--- src/rtl/pipe_hazard_ctrl_pkg.sv ---
// Shared types and constants for the pipeline stall/flush sequencer.
// Stage indices address the enable and clear vectors.
package pipe_pkg;

    typedef enum logic [1:0] {
        INIT    = 2'd0,
        RUN     = 2'd1,
        MD_BUSY = 2'd2
    } state_t;

    localparam int REG_W_DEF = 5;
    localparam int ZERO_REG  = 0;

    localparam int EN_PC    = 0;
    localparam int EN_IFID  = 1;
    localparam int EN_IDEX  = 2;
    localparam int EN_EXMEM = 3;
    localparam int EN_MEMWB = 4;
    localparam int N_EN     = 5;

    localparam int CLR_IFID  = 0;
    localparam int CLR_IDEX  = 1;
    localparam int CLR_EXMEM = 2;
    localparam int N_CLR     = 3;

    // Front end frozen, only the stages behind EX keep moving.
    function automatic logic [N_EN-1:0] md_en_vec();
        logic [N_EN-1:0] v;
        v = '0;
        v[EN_EXMEM] = 1'b1;
        v[EN_MEMWB] = 1'b1;
        return v;
    endfunction

endpackage

--- src/rtl/pipe_hazard_ctrl_if.sv ---
// Hazard inputs and register enable/clear outputs of the sequencer.
// PIPE_HAZARD_CTRL_PERF_EN adds the stall/flush counters.
interface pipe_hazard_ctrl_if
    import pipe_pkg::*;
#(
    parameter int REG_W = REG_W_DEF
) ();

    logic [REG_W-1:0] id_rs;
    logic [REG_W-1:0] id_rt;
    logic             id_uses_rt;
    logic             idex_memread;
    logic [REG_W-1:0] idex_rt;
    logic             branch_taken;
    logic             md_start;

    logic en_pc;
    logic en_ifid;
    logic en_idex;
    logic en_exmem;
    logic en_memwb;
    logic clr_ifid;
    logic clr_idex;
    logic clr_exmem;
    logic md_busy;
    logic md_done;
`ifdef PIPE_HAZARD_CTRL_PERF_EN
    logic [31:0] stall_cnt;
    logic [31:0] flush_cnt;
`endif

    modport master (
        output id_rs, id_rt, id_uses_rt,
        output idex_memread, idex_rt,
        output branch_taken, md_start,
        input  en_pc, en_ifid, en_idex,
        input  en_exmem, en_memwb,
        input  clr_ifid, clr_idex, clr_exmem,
        input  md_busy, md_done
`ifdef PIPE_HAZARD_CTRL_PERF_EN
        ,
        input  stall_cnt, flush_cnt
`endif
    );

    modport slave (
        input  id_rs, id_rt, id_uses_rt,
        input  idex_memread, idex_rt,
        input  branch_taken, md_start,
        output en_pc, en_ifid, en_idex,
        output en_exmem, en_memwb,
        output clr_ifid, clr_idex, clr_exmem,
        output md_busy, md_done
`ifdef PIPE_HAZARD_CTRL_PERF_EN
        ,
        output stall_cnt, flush_cnt
`endif
    );

endinterface

--- src/rtl/pipe_hazard_ctrl_md_countdown.sv ---
// Loadable down-counter that flags the last cycle of a multi-cycle op.
// Holds at zero instead of wrapping.
module md_countdown #(
    parameter int W = 6
) (
    input  logic         clk,
    input  logic         rst,
    input  logic         load,
    input  logic         dec,
    input  logic [W-1:0] load_val,
    output logic         last
);

    logic [W-1:0] cnt;

    always_ff @(posedge clk or negedge rst) begin
        if (!rst) begin
            cnt <= '0;
        end else if (load) begin
            cnt <= load_val;
        end else if (dec && cnt != '0) begin
            cnt <= cnt - W'(1);
        end
    end

    assign last = (cnt == W'(1));

endmodule

--- src/rtl/pipe_hazard_ctrl.sv ---
// Stall/flush sequencer: load-use, taken-branch and mult/div occupancy.
// PIPE_HAZARD_CTRL_PERF_EN enables the stall and flush counters.
module pipe_hazard_ctrl
    import pipe_pkg::*;
#(
    parameter int MD_LAT = 32,
    parameter int REG_W  = REG_W_DEF
) (
    input logic               clk,
    input logic               rst,
    pipe_hazard_ctrl_if.slave hz
);

    localparam int CW = $clog2(MD_LAT) + 1;
    localparam logic [CW-1:0] LOAD_VAL = CW'(MD_LAT - 1);
    localparam logic [REG_W-1:0] R0 = REG_W'(ZERO_REG);

    state_t state;
    state_t state_nxt;

    logic             armed_q;
    logic             stall_q;
    logic [N_EN-1:0]  en;
    logic [N_CLR-1:0] clr;
    logic             md_go;
    logic             md_last;
    logic             md_busy_c;
    logic             md_done_c;
    logic             load_use;
    logic             stall;

    // A stall in the previous cycle already produced this load's bubble.
    assign load_use = hz.idex_memread
                   && hz.idex_rt != R0
                   && (hz.idex_rt == hz.id_rs
                       || (hz.id_uses_rt
                           && hz.idex_rt == hz.id_rt))
                   && !stall_q;

    always_comb begin
        state_nxt = state;
        en        = '1;
        clr       = '0;
        md_go     = 1'b0;
        md_busy_c = 1'b0;
        md_done_c = 1'b0;
        stall     = 1'b0;
        unique case (state)
            INIT: begin
                en        = '0;
                clr       = '1;
                state_nxt = RUN;
            end
            RUN: begin
                if (hz.md_start && armed_q) begin
                    md_go          = 1'b1;
                    md_busy_c      = 1'b1;
                    en             = md_en_vec();
                    clr[CLR_EXMEM] = 1'b1;
                    state_nxt      = MD_BUSY;
                end else if (load_use) begin
                    stall         = 1'b1;
                    en[EN_PC]     = 1'b0;
                    en[EN_IFID]   = 1'b0;
                    clr[CLR_IDEX] = 1'b1;
                end else if (hz.branch_taken) begin
                    clr[CLR_IFID] = 1'b1;
                end
            end
            MD_BUSY: begin
                md_busy_c      = 1'b1;
                en             = md_en_vec();
                clr[CLR_EXMEM] = !md_last;
                md_done_c      = md_last;
                if (md_last) begin
                    state_nxt = RUN;
                end
            end
            default: begin
                state_nxt = INIT;
            end
        endcase
    end

    always_ff @(posedge clk or negedge rst) begin
        if (!rst) begin
            state   <= INIT;
            armed_q <= 1'b1;
            stall_q <= 1'b0;
        end else begin
            state   <= state_nxt;
            stall_q <= stall;
            // Re-arm only after md_start drops in RUN.
            if (state == RUN) begin
                if (md_go) begin
                    armed_q <= 1'b0;
                end else if (!hz.md_start) begin
                    armed_q <= 1'b1;
                end
            end
        end
    end

    md_countdown #(
        .W (CW)
    ) u_md_cnt (
        .clk      (clk),
        .rst      (rst),
        .load     (md_go),
        .dec      (state == MD_BUSY),
        .load_val (LOAD_VAL),
        .last     (md_last)
    );

    assign hz.en_pc     = en[EN_PC];
    assign hz.en_ifid   = en[EN_IFID];
    assign hz.en_idex   = en[EN_IDEX];
    assign hz.en_exmem  = en[EN_EXMEM];
    assign hz.en_memwb  = en[EN_MEMWB];
    assign hz.clr_ifid  = clr[CLR_IFID];
    assign hz.clr_idex  = clr[CLR_IDEX];
    assign hz.clr_exmem = clr[CLR_EXMEM];
    assign hz.md_busy   = md_busy_c;
    assign hz.md_done   = md_done_c;

`ifdef PIPE_HAZARD_CTRL_PERF_EN
    logic [31:0] stall_cnt_q;
    logic [31:0] flush_cnt_q;
    logic        stall_inc;
    logic        flush_inc;

    assign stall_inc = state != INIT && !en[EN_PC];
    assign flush_inc = state == RUN && clr[CLR_IFID];

    always_ff @(posedge clk or negedge rst) begin
        if (!rst) begin
            stall_cnt_q <= '0;
            flush_cnt_q <= '0;
        end else begin
            if (stall_inc && stall_cnt_q != '1) begin
                stall_cnt_q <= stall_cnt_q + 32'd1;
            end
            if (flush_inc && flush_cnt_q != '1) begin
                flush_cnt_q <= flush_cnt_q + 32'd1;
            end
        end
    end

    assign hz.stall_cnt = stall_cnt_q;
    assign hz.flush_cnt = flush_cnt_q;
`endif

endmodule

--- src/flat_wrapper.sv ---
// flat-port wrapper written by rule: the top's interface ports become plain ports
module pipe_hazard_ctrl_flat import pipe_pkg::*;
#(
    parameter int MD_LAT = 32,
    parameter int REG_W  = REG_W_DEF
)
  (clk, rst, hz_id_rs, hz_id_rt, hz_id_uses_rt, hz_idex_memread, hz_idex_rt, hz_branch_taken, hz_md_start, hz_en_pc, hz_en_ifid, hz_en_idex, hz_en_exmem, hz_en_memwb, hz_clr_ifid, hz_clr_idex, hz_clr_exmem, hz_md_busy, hz_md_done);
  pipe_hazard_ctrl_if #(.REG_W(REG_W)) hz_i ();
  input logic clk;
  input logic rst;
  input wire logic [$bits(hz_i.id_rs)-1:0] hz_id_rs;
  input wire logic [$bits(hz_i.id_rt)-1:0] hz_id_rt;
  input wire logic [$bits(hz_i.id_uses_rt)-1:0] hz_id_uses_rt;
  input wire logic [$bits(hz_i.idex_memread)-1:0] hz_idex_memread;
  input wire logic [$bits(hz_i.idex_rt)-1:0] hz_idex_rt;
  input wire logic [$bits(hz_i.branch_taken)-1:0] hz_branch_taken;
  input wire logic [$bits(hz_i.md_start)-1:0] hz_md_start;
  output wire logic [$bits(hz_i.en_pc)-1:0] hz_en_pc;
  output wire logic [$bits(hz_i.en_ifid)-1:0] hz_en_ifid;
  output wire logic [$bits(hz_i.en_idex)-1:0] hz_en_idex;
  output wire logic [$bits(hz_i.en_exmem)-1:0] hz_en_exmem;
  output wire logic [$bits(hz_i.en_memwb)-1:0] hz_en_memwb;
  output wire logic [$bits(hz_i.clr_ifid)-1:0] hz_clr_ifid;
  output wire logic [$bits(hz_i.clr_idex)-1:0] hz_clr_idex;
  output wire logic [$bits(hz_i.clr_exmem)-1:0] hz_clr_exmem;
  output wire logic [$bits(hz_i.md_busy)-1:0] hz_md_busy;
  output wire logic [$bits(hz_i.md_done)-1:0] hz_md_done;
  assign hz_i.id_rs = hz_id_rs;
  assign hz_i.id_rt = hz_id_rt;
  assign hz_i.id_uses_rt = hz_id_uses_rt;
  assign hz_i.idex_memread = hz_idex_memread;
  assign hz_i.idex_rt = hz_idex_rt;
  assign hz_i.branch_taken = hz_branch_taken;
  assign hz_i.md_start = hz_md_start;
  assign hz_en_pc = hz_i.en_pc;
  assign hz_en_ifid = hz_i.en_ifid;
  assign hz_en_idex = hz_i.en_idex;
  assign hz_en_exmem = hz_i.en_exmem;
  assign hz_en_memwb = hz_i.en_memwb;
  assign hz_clr_ifid = hz_i.clr_ifid;
  assign hz_clr_idex = hz_i.clr_idex;
  assign hz_clr_exmem = hz_i.clr_exmem;
  assign hz_md_busy = hz_i.md_busy;
  assign hz_md_done = hz_i.md_done;
  pipe_hazard_ctrl #(.MD_LAT(MD_LAT), .REG_W(REG_W)) u_core (.clk(clk), .rst(rst), .hz(hz_i));
endmodule
--- config.mk ---
export PLATFORM = sky130hd
export DESIGN_NAME = pipe_hazard_ctrl_flat
export DESIGN_NICKNAME = d
export VERILOG_FILES = /design/src/rtl/pipe_hazard_ctrl_pkg.sv /design/src/rtl/pipe_hazard_ctrl_if.sv /design/src/rtl/pipe_hazard_ctrl_md_countdown.sv /design/src/rtl/pipe_hazard_ctrl.sv /design/src/flat_wrapper.sv
export SDC_FILE = /design/constraint.sdc
export NUM_CORES = 1
export LEC_CHECK = 0
export CAP_MARGIN = 20
export CORE_ASPECT_RATIO = 1.25
export CORE_MARGIN = 2
export CORE_UTILIZATION = 43
export CTS_CLUSTER_SIZE = 20
export DETAILED_ROUTE_END_ITERATION = 7
export PLACE_DENSITY = 0.85
export SLEW_MARGIN = 15
export SYNTH_ARGS = -nofsm -noshare
export SYNTH_HDL_FRONTEND = slang
export SYNTH_SLANG_ARGS = --single-unit
export TNS_END_PERCENT = 20
--- constraint.sdc ---
create_clock -name clk -period 2.35 [get_ports clk]
set_clock_uncertainty 0.15 [all_clocks]
set_input_delay 0.5875 -clock clk [delete_from_list [all_inputs] [get_ports clk]]
set_output_delay 0.5875 -clock clk [all_outputs]
set_load 0.01 [all_outputs]
==> PnR_summary.wiki, run 1 <==
{| class="wikitable"
! Metric !! Value
|-
| Status || complete, but fails checks
|-
| Failing checks || negative setup slack
|-
| Distinct cell type count after synthesis || 33
|-
| Main area contributors after synthesis || dfrtp_1 (28%), xor2_1 (12%), ha_1 (11%)
|-
| Initial Utilization || 45.6%
|-
| Slowest cell on the critical path || or4_4
|-
| Critical R2R Capture || u_core.u_md_cnt.cnt[5]$_DFFE_PN0P_
|-
| Design internal power || 0.701 mW
|-
| Synth Area per Inst || 9.58 sq um
|-
| Worst vdd ir || 0.000584 V
|-
| Number of nets in the final layout || 173
|-
| Worst path max stage delay || 0.52 ns
|-
| Total gr overflow || 0
|-
| CTS tree || yes
|-
| Transition time at the pin with the least slew margin || 0.473 ns
|-
| Total buffers and inverters traversed by the critical path || 3
|-
| Register share of total power || 21.3%
|-
| Max-cap violations || 0
|-
| Rows || 17
|-
| Fraction of final layout cells sized beyond drive strength 1 || 49.3%
|-
| Fraction of the mapped netlist area in simple logic gates || 16.8%
|-
| CTS clk-pin slew, worst paths || 0.07 ns
|-
| DR pass1 iterations || 2
|-
| Global-route total usage across every layer || 24.9%
|-
| Non-filler cells, final || 163
|-
| Longest Clk Path Bufs || 2
|-
| Start-to-end type of the worst setup path || input pin to output pin
|-
| Top-level I/O count || 31
|-
| Main combinational cell family by area after synthesis || compound AO/OA/AOI/OAI gates
|-
| Post-synthesis sequential area ratio || 31.3%
|-
| Switching power total || 0.500 mW
|-
| Number of global-route vias before repair || 950
|-
| Mux share of post-synthesis cell area || 0%
|-
| Per-cell routed wire length || 16.4 um
|-
| Compound-gate portion of the synthesized area || 21.3%
|-
| Die X || 42.7 um
|-
| Post-Synthesis Net Count || 112
|-
| Required time of the critical path || 1.61 ns
|-
| Final Cycle Share || 113%
|-
| Setup repair after global routing missed its margin || true
|-
| Port Buffers || 30
|-
| Average vias per placed instance || 5.39
|-
| Clk network pwr share || 10.6%
|-
| Power density of the placed cells || 859 nW/um^2
|-
| Post-detail-place hpwl || 1770 um
|-
| Path length in cells of the critical path || 7
|-
| TritonCTS buffer count || 3
|-
| Dominant delay contributor by cell family on the critical path || simple AND/OR/NAND/NOR gates
|-
| P&R area growth vs syn || 73.7%
|-
| Post-synthesis share of cell area spent on full adders, half adders and majority gates || 10.9%
|-
| Flip-flop and latch count after synthesis || 10
|-
| Clock period minus final worst setup slack || 2.66 ns
|-
| Largest net degree at the start of global routing || 11
|-
| Floorplan die height || 52.4 um
|-
| Switching Fraction || 41.6%
|-
| Post-Route WL || 2670 um
|-
| Combined area of all synthesized cells || 805 sq um
|-
| Area inside the core boundary || 1770 sq um
|-
| Final worst-path setup slack || -0.314 ns
|-
| Root buffer cell || clkbuf_4
|-
| Arrival time worst endpoint || 1.93 ns
|-
| Library cell with the largest summed area after synthesis || dfrtp_1
|-
| Crit path launch type || input pin
|-
| Drt first-iter violations || 4
|-
| Slew Limit Fails || 0
|-
| Weighted congestion reported at the end of routability-driven placement || 0.771
|-
| Antenna violations before repair || 0
|-
| Worst-case hold slack || 0.386 ns
|-
| Total number of clock tree sinks || 10
|-
| First-pass GRT wire length || 4100 um
|-
| Total via count after detailed routing || 879
|-
| Cell count after synthesis || 84
|-
| Crit Reg-Reg Startpoint || u_core.u_md_cnt.cnt[0]$_DFFE_PN0P_
|-
| CTS Hold Bufs || 0
|-
| Highest Clock Rate || 0.375 GHz
|-
| Number of failing hold endpoints at the final stage || 0
|-
| Number of H-tree levels || 1
|-
| Total setup violations reported at the end of the flow || 5
|-
| CP endpoint || hz_clr_ifid
|-
| Cell-by-cell listing of the critical path || buf_6 > or4_4 > o21ai_2 > buf_4 > and3_4 > a311o_1 > buf_2
|-
| Xor and xnor fraction of the mapped netlist area || 14.2%
|-
| Fraction of synthesized cell area taken by the top area cell type || 28.0%
|-
| Drc violations || 0
|-
| Main synth FF type || dfrtp_1
|-
| Critical path endpoint category || output pin
|-
| Antenna diode count || 0
|-
| Leakage component of the power || 0.657 nW
|-
| Worst-path maximum fanout || 3
|-
| Setup crit start || hz_idex_rt[3]
|-
| Flop-to-flop setup slack || 0.36 ns
|-
| Worst slew margin relative to its limit || 68.3%
|-
| Proportion of register bits with asynchronous set or reset after synthesis || 100%
|-
| Worst min-delay path class || flip-flop to flip-flop
|-
| Part of the total power dissipated in combinational logic || 68.1%
|-
| Number of warnings issued by yosys || 0
|-
| Latest clock arrival within the worst-skew pair || 0.28 ns
|-
| Number of nets with antenna violations after detailed routing || 0
|-
| Count of flip-flops with a built-in enable after synthesis || 0
|-
| Worst Reg2Reg Path Length in Cells || 6
|-
| Die area || 2240 sq um
|-
| # placed instances || 151
|}
==> worst min path at each step <==
stage / slack, ns / from / endpoint / cells past startpoint
2_1_floorplan: 0.14 / rst / u_core.stall_q$_DFF_PN0_ / 0
3_3_place_gp: 0.36 / u_core.u_md_cnt.cnt[1]$_DFFE_PN0P_ / u_core.u_md_cnt.cnt[1]$_DFFE_PN0P_ / 2
3_5_place_dp: 0.37 / u_core.u_md_cnt.cnt[1]$_DFFE_PN0P_ / u_core.u_md_cnt.cnt[1]$_DFFE_PN0P_ / 2
4_1_cts: 0.39 / u_core.u_md_cnt.cnt[1]$_DFFE_PN0P_ / u_core.u_md_cnt.cnt[1]$_DFFE_PN0P_ / 2
5_1_grt: 0.43 / u_core.u_md_cnt.cnt[1]$_DFFE_PN0P_ / u_core.u_md_cnt.cnt[1]$_DFFE_PN0P_ / 2
6_report: 0.39 / u_core.u_md_cnt.cnt[1]$_DFFE_PN0P_ / u_core.u_md_cnt.cnt[1]$_DFFE_PN0P_ / 2
==> synth_stat cells (2+ instances only) <==
cell type  instances
dfrtp_1            9
nor2_1             2
nand2b_1           3
a32oi_1            2
o311ai_0           2
nand2_1            7
ha_1               7
buf_4              2
or4_1              2
o311ai_2           2
o21ai_2            2
xor2_1            11
inv_1              8
nor2b_1            2
xnor2_1            2
nor3_1             4
==> layer usage <==
metal | global-route usage, % | up-vias | wire length (um)
met3 | 2.76 | 11 | 140
met2 | 49.0 | 34 | 1500
met5 | 0 | - | 0
met4 | 15.6 | 0 | 102
met1 | 23.8 | 414 | 929
li1 | - | 420 | -
==> logic make-up (layout without fill, tap and decap cells) <==
logic type,after synthesis,in the layout
compound gates,19,19
xor+xnor,13,13
fa+ha+maj,7,7
buf+inv,10,70
flops,10,10
simple gates,25,25
==> worst register-to-register path: stages (launching register included) <==
cell and delay (ns):
dfrtp_1 0.40, inv_1 0.10, ha_1 0.20, or3b_4 0.43, o311ai_2 0.33, o311ai_0 0.17, o41ai_1 0.10
==> cell usage in the layout, fill, tap and decap left out, types with 3 or more instances in the layout <==
master and count:
inv_1 8, buf_2 10, clkdlybuf4s50_1 4, dlygate4sd2_1 8, clkbuf_4 3, dfrtp_1 9
xor2_1 10, buf_4 26, ha_1 5, buf_6 4, nand2_1 6
==> layout make-up <==
class                      instances  area (sq um)
clock buffer                       4          26.3
sequential                        10           251
fill                             119           368
multi-input combinational         64           608
inverter                           8          30.0
timing repair buffer              58           458
tap                               19          23.8
==> timing repair <==
action,CTS,global route
gates resized for setup,79,17
pin swaps,13,6
setup endpoints to repair,8,10
setup buffers,8,0
==> per-stage QoR <==
step	instance area [sq um]	util, %	total power, mW	TNS, ns	worst slack [ns]
after global routing	1400	79.2	1.28	-1.44	-0.353
after CTS	1350	76.7	1.14	-1.11	-0.282
after floorplan	805	-	0.613	-0.0236	-0.0236
after global placement	1260	71.6	0.997	-5.02	-0.973
final	1400	79.2	1.20	-1.11	-0.314
after detailed placement	1260	71.6	1.03	-5.31	-1.03
==> power by group through the flow <==
stage	registers [mW]	clock network [mW]	logic [mW]
6_report	0.256	0.128	0.817
5_1_grt	0.261	0.136	0.883
4_1_cts	0.254	0.133	0.751
3_5_place_dp	0.255	0	0.772
3_3_place_gp	0.253	0	0.744
2_1_floorplan	0.257	0	0.356
==> state kept, by name (all words and copies together), names as in the netlist <==
signal / flops
u_core.u_md_cnt.cnt: 6
u_core.state: 2
u_core.armed_q: 1
u_core.stall_q: 1
No activity file was read; power rests on OpenSTA's default activity.
==> run 2: changes to the inputs <==
SLEW_MARGIN = default   (was 15)
==> results of run 2 <==
No change in the layout: final DEF, timing and power equal those of run 1.
==> run 3: changes to the inputs <==
CORE_MARGIN = 3   (was 2)
==> run 3 against run 2 <==
Against the previous run: the flow still finishes with violations (negative setup slack); final cell count unchanged; worst setup slack improved by 0.014 ns; die area increased by 8.7%; register-to-register slack better by 0.04 ns; largest cell class unchanged.
==> PnR_summary.wiki, run 3 (synthesis gave the netlist of run 1 again) <==
{| class="wikitable"
! Metric !! Value
|-
| Status || complete, but fails checks (unchanged)
|-
| Failing checks || negative setup slack (unchanged)
|-
| Antenna violations before repair || 0 (unchanged)
|-
| Max-cap violations || 0 (unchanged)
|-
| Number of global-route vias before repair || 967 (was 950)
|-
| Latest clock arrival within the worst-skew pair || 0.26 ns (was 0.28 ns)
|-
| Critical R2R Capture || u_core.u_md_cnt.cnt[3]$_DFFE_PN0P_ (was u_core.u_md_cnt.cnt[5]$_DFFE_PN0P_)
|-
| First-pass GRT wire length || 4040 um (was 4100 um)
|-
| Largest register FFs || 6 (unchanged)
|-
| Worst slew margin relative to its limit || 69.2% (was 68.3%)
|-
| Register bank with the most flops || u_core.u_md_cnt.cnt (unchanged)
|-
| DR pass1 iterations || 4 (was 2)
|-
| Final Cycle Share || 113% (about the same)
|-
| Die X || 44.7 um (was 42.7 um)
|-
| Number of nets in the final layout || 174 (was 173)
|-
| Critical path endpoint category || output pin (unchanged)
|-
| Depth of the worst hold-timing path || 2 (unchanged)
|-
| Crit Reg-Reg Startpoint || u_core.u_md_cnt.cnt[0]$_DFFE_PN0P_ (unchanged)
|-
| Antenna diode count || 0 (unchanged)
|-
| Clock period minus final worst setup slack || 2.65 ns (was 2.66 ns)
|-
| Total gr overflow || 0 (unchanged)
|-
| Commonest non-fill, non-tap cell in the layout || buf_4 (unchanged)
|-
| CTS Hold Bufs || 0 (unchanged)
|-
| Weighted congestion reported at the end of routability-driven placement || 0.800 (was 0.771)
|-
| Floorplan die height || 54.4 um (was 52.4 um)
|-
| Post-Route WL || 2600 um (was 2670 um)
|-
| Die area || 2430 sq um (was 2240 sq um)
|-
| Count of fill cells added during filler insertion || 105 (was 119)
|-
| Worst min-delay path class || flip-flop to flip-flop (unchanged)
|-
| Arrival time worst endpoint || 1.91 ns (was 1.93 ns)
|-
| P&R area growth vs syn || 76.0% (was 73.7%)
|-
| Worst vdd ir || 0.000667 V (was 0.000584 V)
|-
| Leakage component of the power || 0.663 nW (was 0.657 nW)
|-
| Setup repair after global routing missed its margin || true (unchanged)
|-
| Worst Reg2Reg Path Length in Cells || 6 (unchanged)
|-
| Crit path launch type || input pin (unchanged)
|-
| Top-level I/O count || 31 (unchanged)
|-
| Port Buffers || 30 (unchanged)
|-
| TritonCTS buffer count || 3 (unchanged)
|-
| Initial Utilization || 48.4% (was 45.6%)
|-
| Hold_sp || u_core.u_md_cnt.cnt[1]$_DFFE_PN0P_ (unchanged)
|-
| Power density of the placed cells || 832 nW/um^2 (was 859 nW/um^2)
|-
| Number of H-tree levels || 1 (unchanged)
|-
| Worst setup slack after placement || -0.997 ns (was -1.03 ns)
|-
| Per-cell routed wire length || 16.0 um (was 16.4 um)
|-
| Slew Limit Fails || 0 (unchanged)
|-
| Required time of the critical path || 1.61 ns (about the same)
|-
| Rows || 16 (was 17)
|-
| Global-route total usage across every layer || 23.1% (was 24.9%)
|-
| Worst-path maximum fanout || 2 (was 3)
|-
| CTS tree || yes (unchanged)
|-
| Flop-to-flop setup slack || 0.40 ns (was 0.36 ns)
|-
| Average vias per placed instance || 5.46 (was 5.39)
|-
| Total setup violations reported at the end of the flow || 6 (was 5)
|-
| Total number of clock tree sinks || 10 (unchanged)
|-
| Root buffer cell || clkbuf_4 (unchanged)
|-
| Highest Clock Rate || 0.377 GHz (was 0.375 GHz)
|-
| Final worst-path setup slack || -0.300 ns (was -0.314 ns)
|-
| Start-to-end type of the worst setup path || input pin to output pin (unchanged)
|-
| CTS clk-pin slew, worst paths || 0.07 ns (about the same)
|-
| Largest net degree at the start of global routing || 11 (unchanged)
|-
| Fraction of final layout cells sized beyond drive strength 1 || 49.0% (was 49.3%)
|-
| Setup TNS Final || -1.14 ns (was -1.11 ns)
|-
| Total via count after detailed routing || 890 (was 879)
|-
| Top library cells by usage in the layout, fill and taps aside || buf_4 (27), xor2_1 (10), dfrtp_1 (9) (was buf_4 (26), xor2_1 (10), buf_2 (10))
|-
| Area inside the core boundary || 1660 sq um (was 1770 sq um)
|-
| Number of failing hold endpoints at the final stage || 0 (unchanged)
|-
| Drc violations || 0 (unchanged)
|-
| Biggest registers after layout || u_core.u_md_cnt.cnt x6, u_core.state x2 (unchanged)
|-
| Drt first-iter violations || 13 (was 4)
|-
| Post-detail-place hpwl || 1810 um (was 1770 um)
|-
| Number of nets with antenna violations after detailed routing || 0 (unchanged)
|-
| Hold EP || u_core.u_md_cnt.cnt[1]$_DFFE_PN0P_ (unchanged)
|-
| Transition time at the pin with the least slew margin || 0.460 ns (was 0.473 ns)
|-
| Longest Clk Path Bufs || 2 (unchanged)
|}
-- run 3: cell type report --
cell class / instances / area, sq um / share of cell area (%)
Timing Repair Buffer: 59 / 488 / 34.5
Multi-Input combinational cell: 64 / 588 / 41.5
Clock buffer: 4 / 36.3 / 2.56
Sequential cell: 10 / 251 / 17.8
Inverter: 8 / 30.0 / 2.12
Tap cell: 18 / 22.5 / 1.59
-- run 3: how the worst max path moves through the flow --
stage | start | end | slack, ns | cells past startpoint
global route | hz_idex_rt[0] | hz_clr_ifid | -0.32 | 7
CTS | hz_idex_rt[1] | hz_clr_ifid | -0.31 | 7
finish | hz_idex_rt[0] | hz_clr_ifid | -0.30 | 7
detailed placement | hz_idex_rt[3] | hz_clr_ifid | -1.0 | 6
global placement | hz_idex_rt[3] | hz_clr_ifid | -0.95 | 6
floorplan | hz_idex_rt[0] | hz_en_pc | -0.02 | 4
-- run 3: timing repair --
action,in CTS,in global routing
endpoints found under the setup margin,10,10
buffers inserted,7,2
gates cloned,0,0
resized for setup,84,14
pin swaps,16,6
-- run 3: power by group --
part	total [mW]	switching, mW	internal (mW)
logic	0.772	0.374	0.398
registers	0.252	0.0285	0.224
clock network	0.154	0.0602	0.0940
-- run 3: per-stage QoR --
stage / utilization, % / cell area [sq um] / power (mW) / cells / hold slack (ns)
final: 85.2 / 1420 / 1.18 / 163 / 0.407
after global routing: 85.2 / 1420 / 1.27 / 163 / 0.447
after CTS: 81.9 / 1360 / 1.15 / 162 / 0.416
after detailed placement: 76.9 / 1280 / 1.01 / 152 / 0.390
after global placement: 76.9 / 1280 / 0.992 / 152 / 0.369
after floorplan: - / 805 / 0.613 / 84 / 0.142
-- run 3: metal layers --
| metal | wire [um] | track usage [%] | up-vias |
|---|---|---|---|
| li1 | - | - | 422 |
| met1 | 945 | 22.5 | 429 |
| met2 | 1470 | 46.4 | 35 |
| met3 | 155 | 3.29 | 4 |
| met4 | 35 | 10.6 | 0 |
| met5 | 0 | 0 | - |
-- run 3: worst max-delay path: stages --
cell	delay [ns]
buf_6	0.09
or4_4	0.54
o21ai_4	0.16
buf_6	0.12
and3_4	0.17
a311o_1	0.11
buf_2	0.13
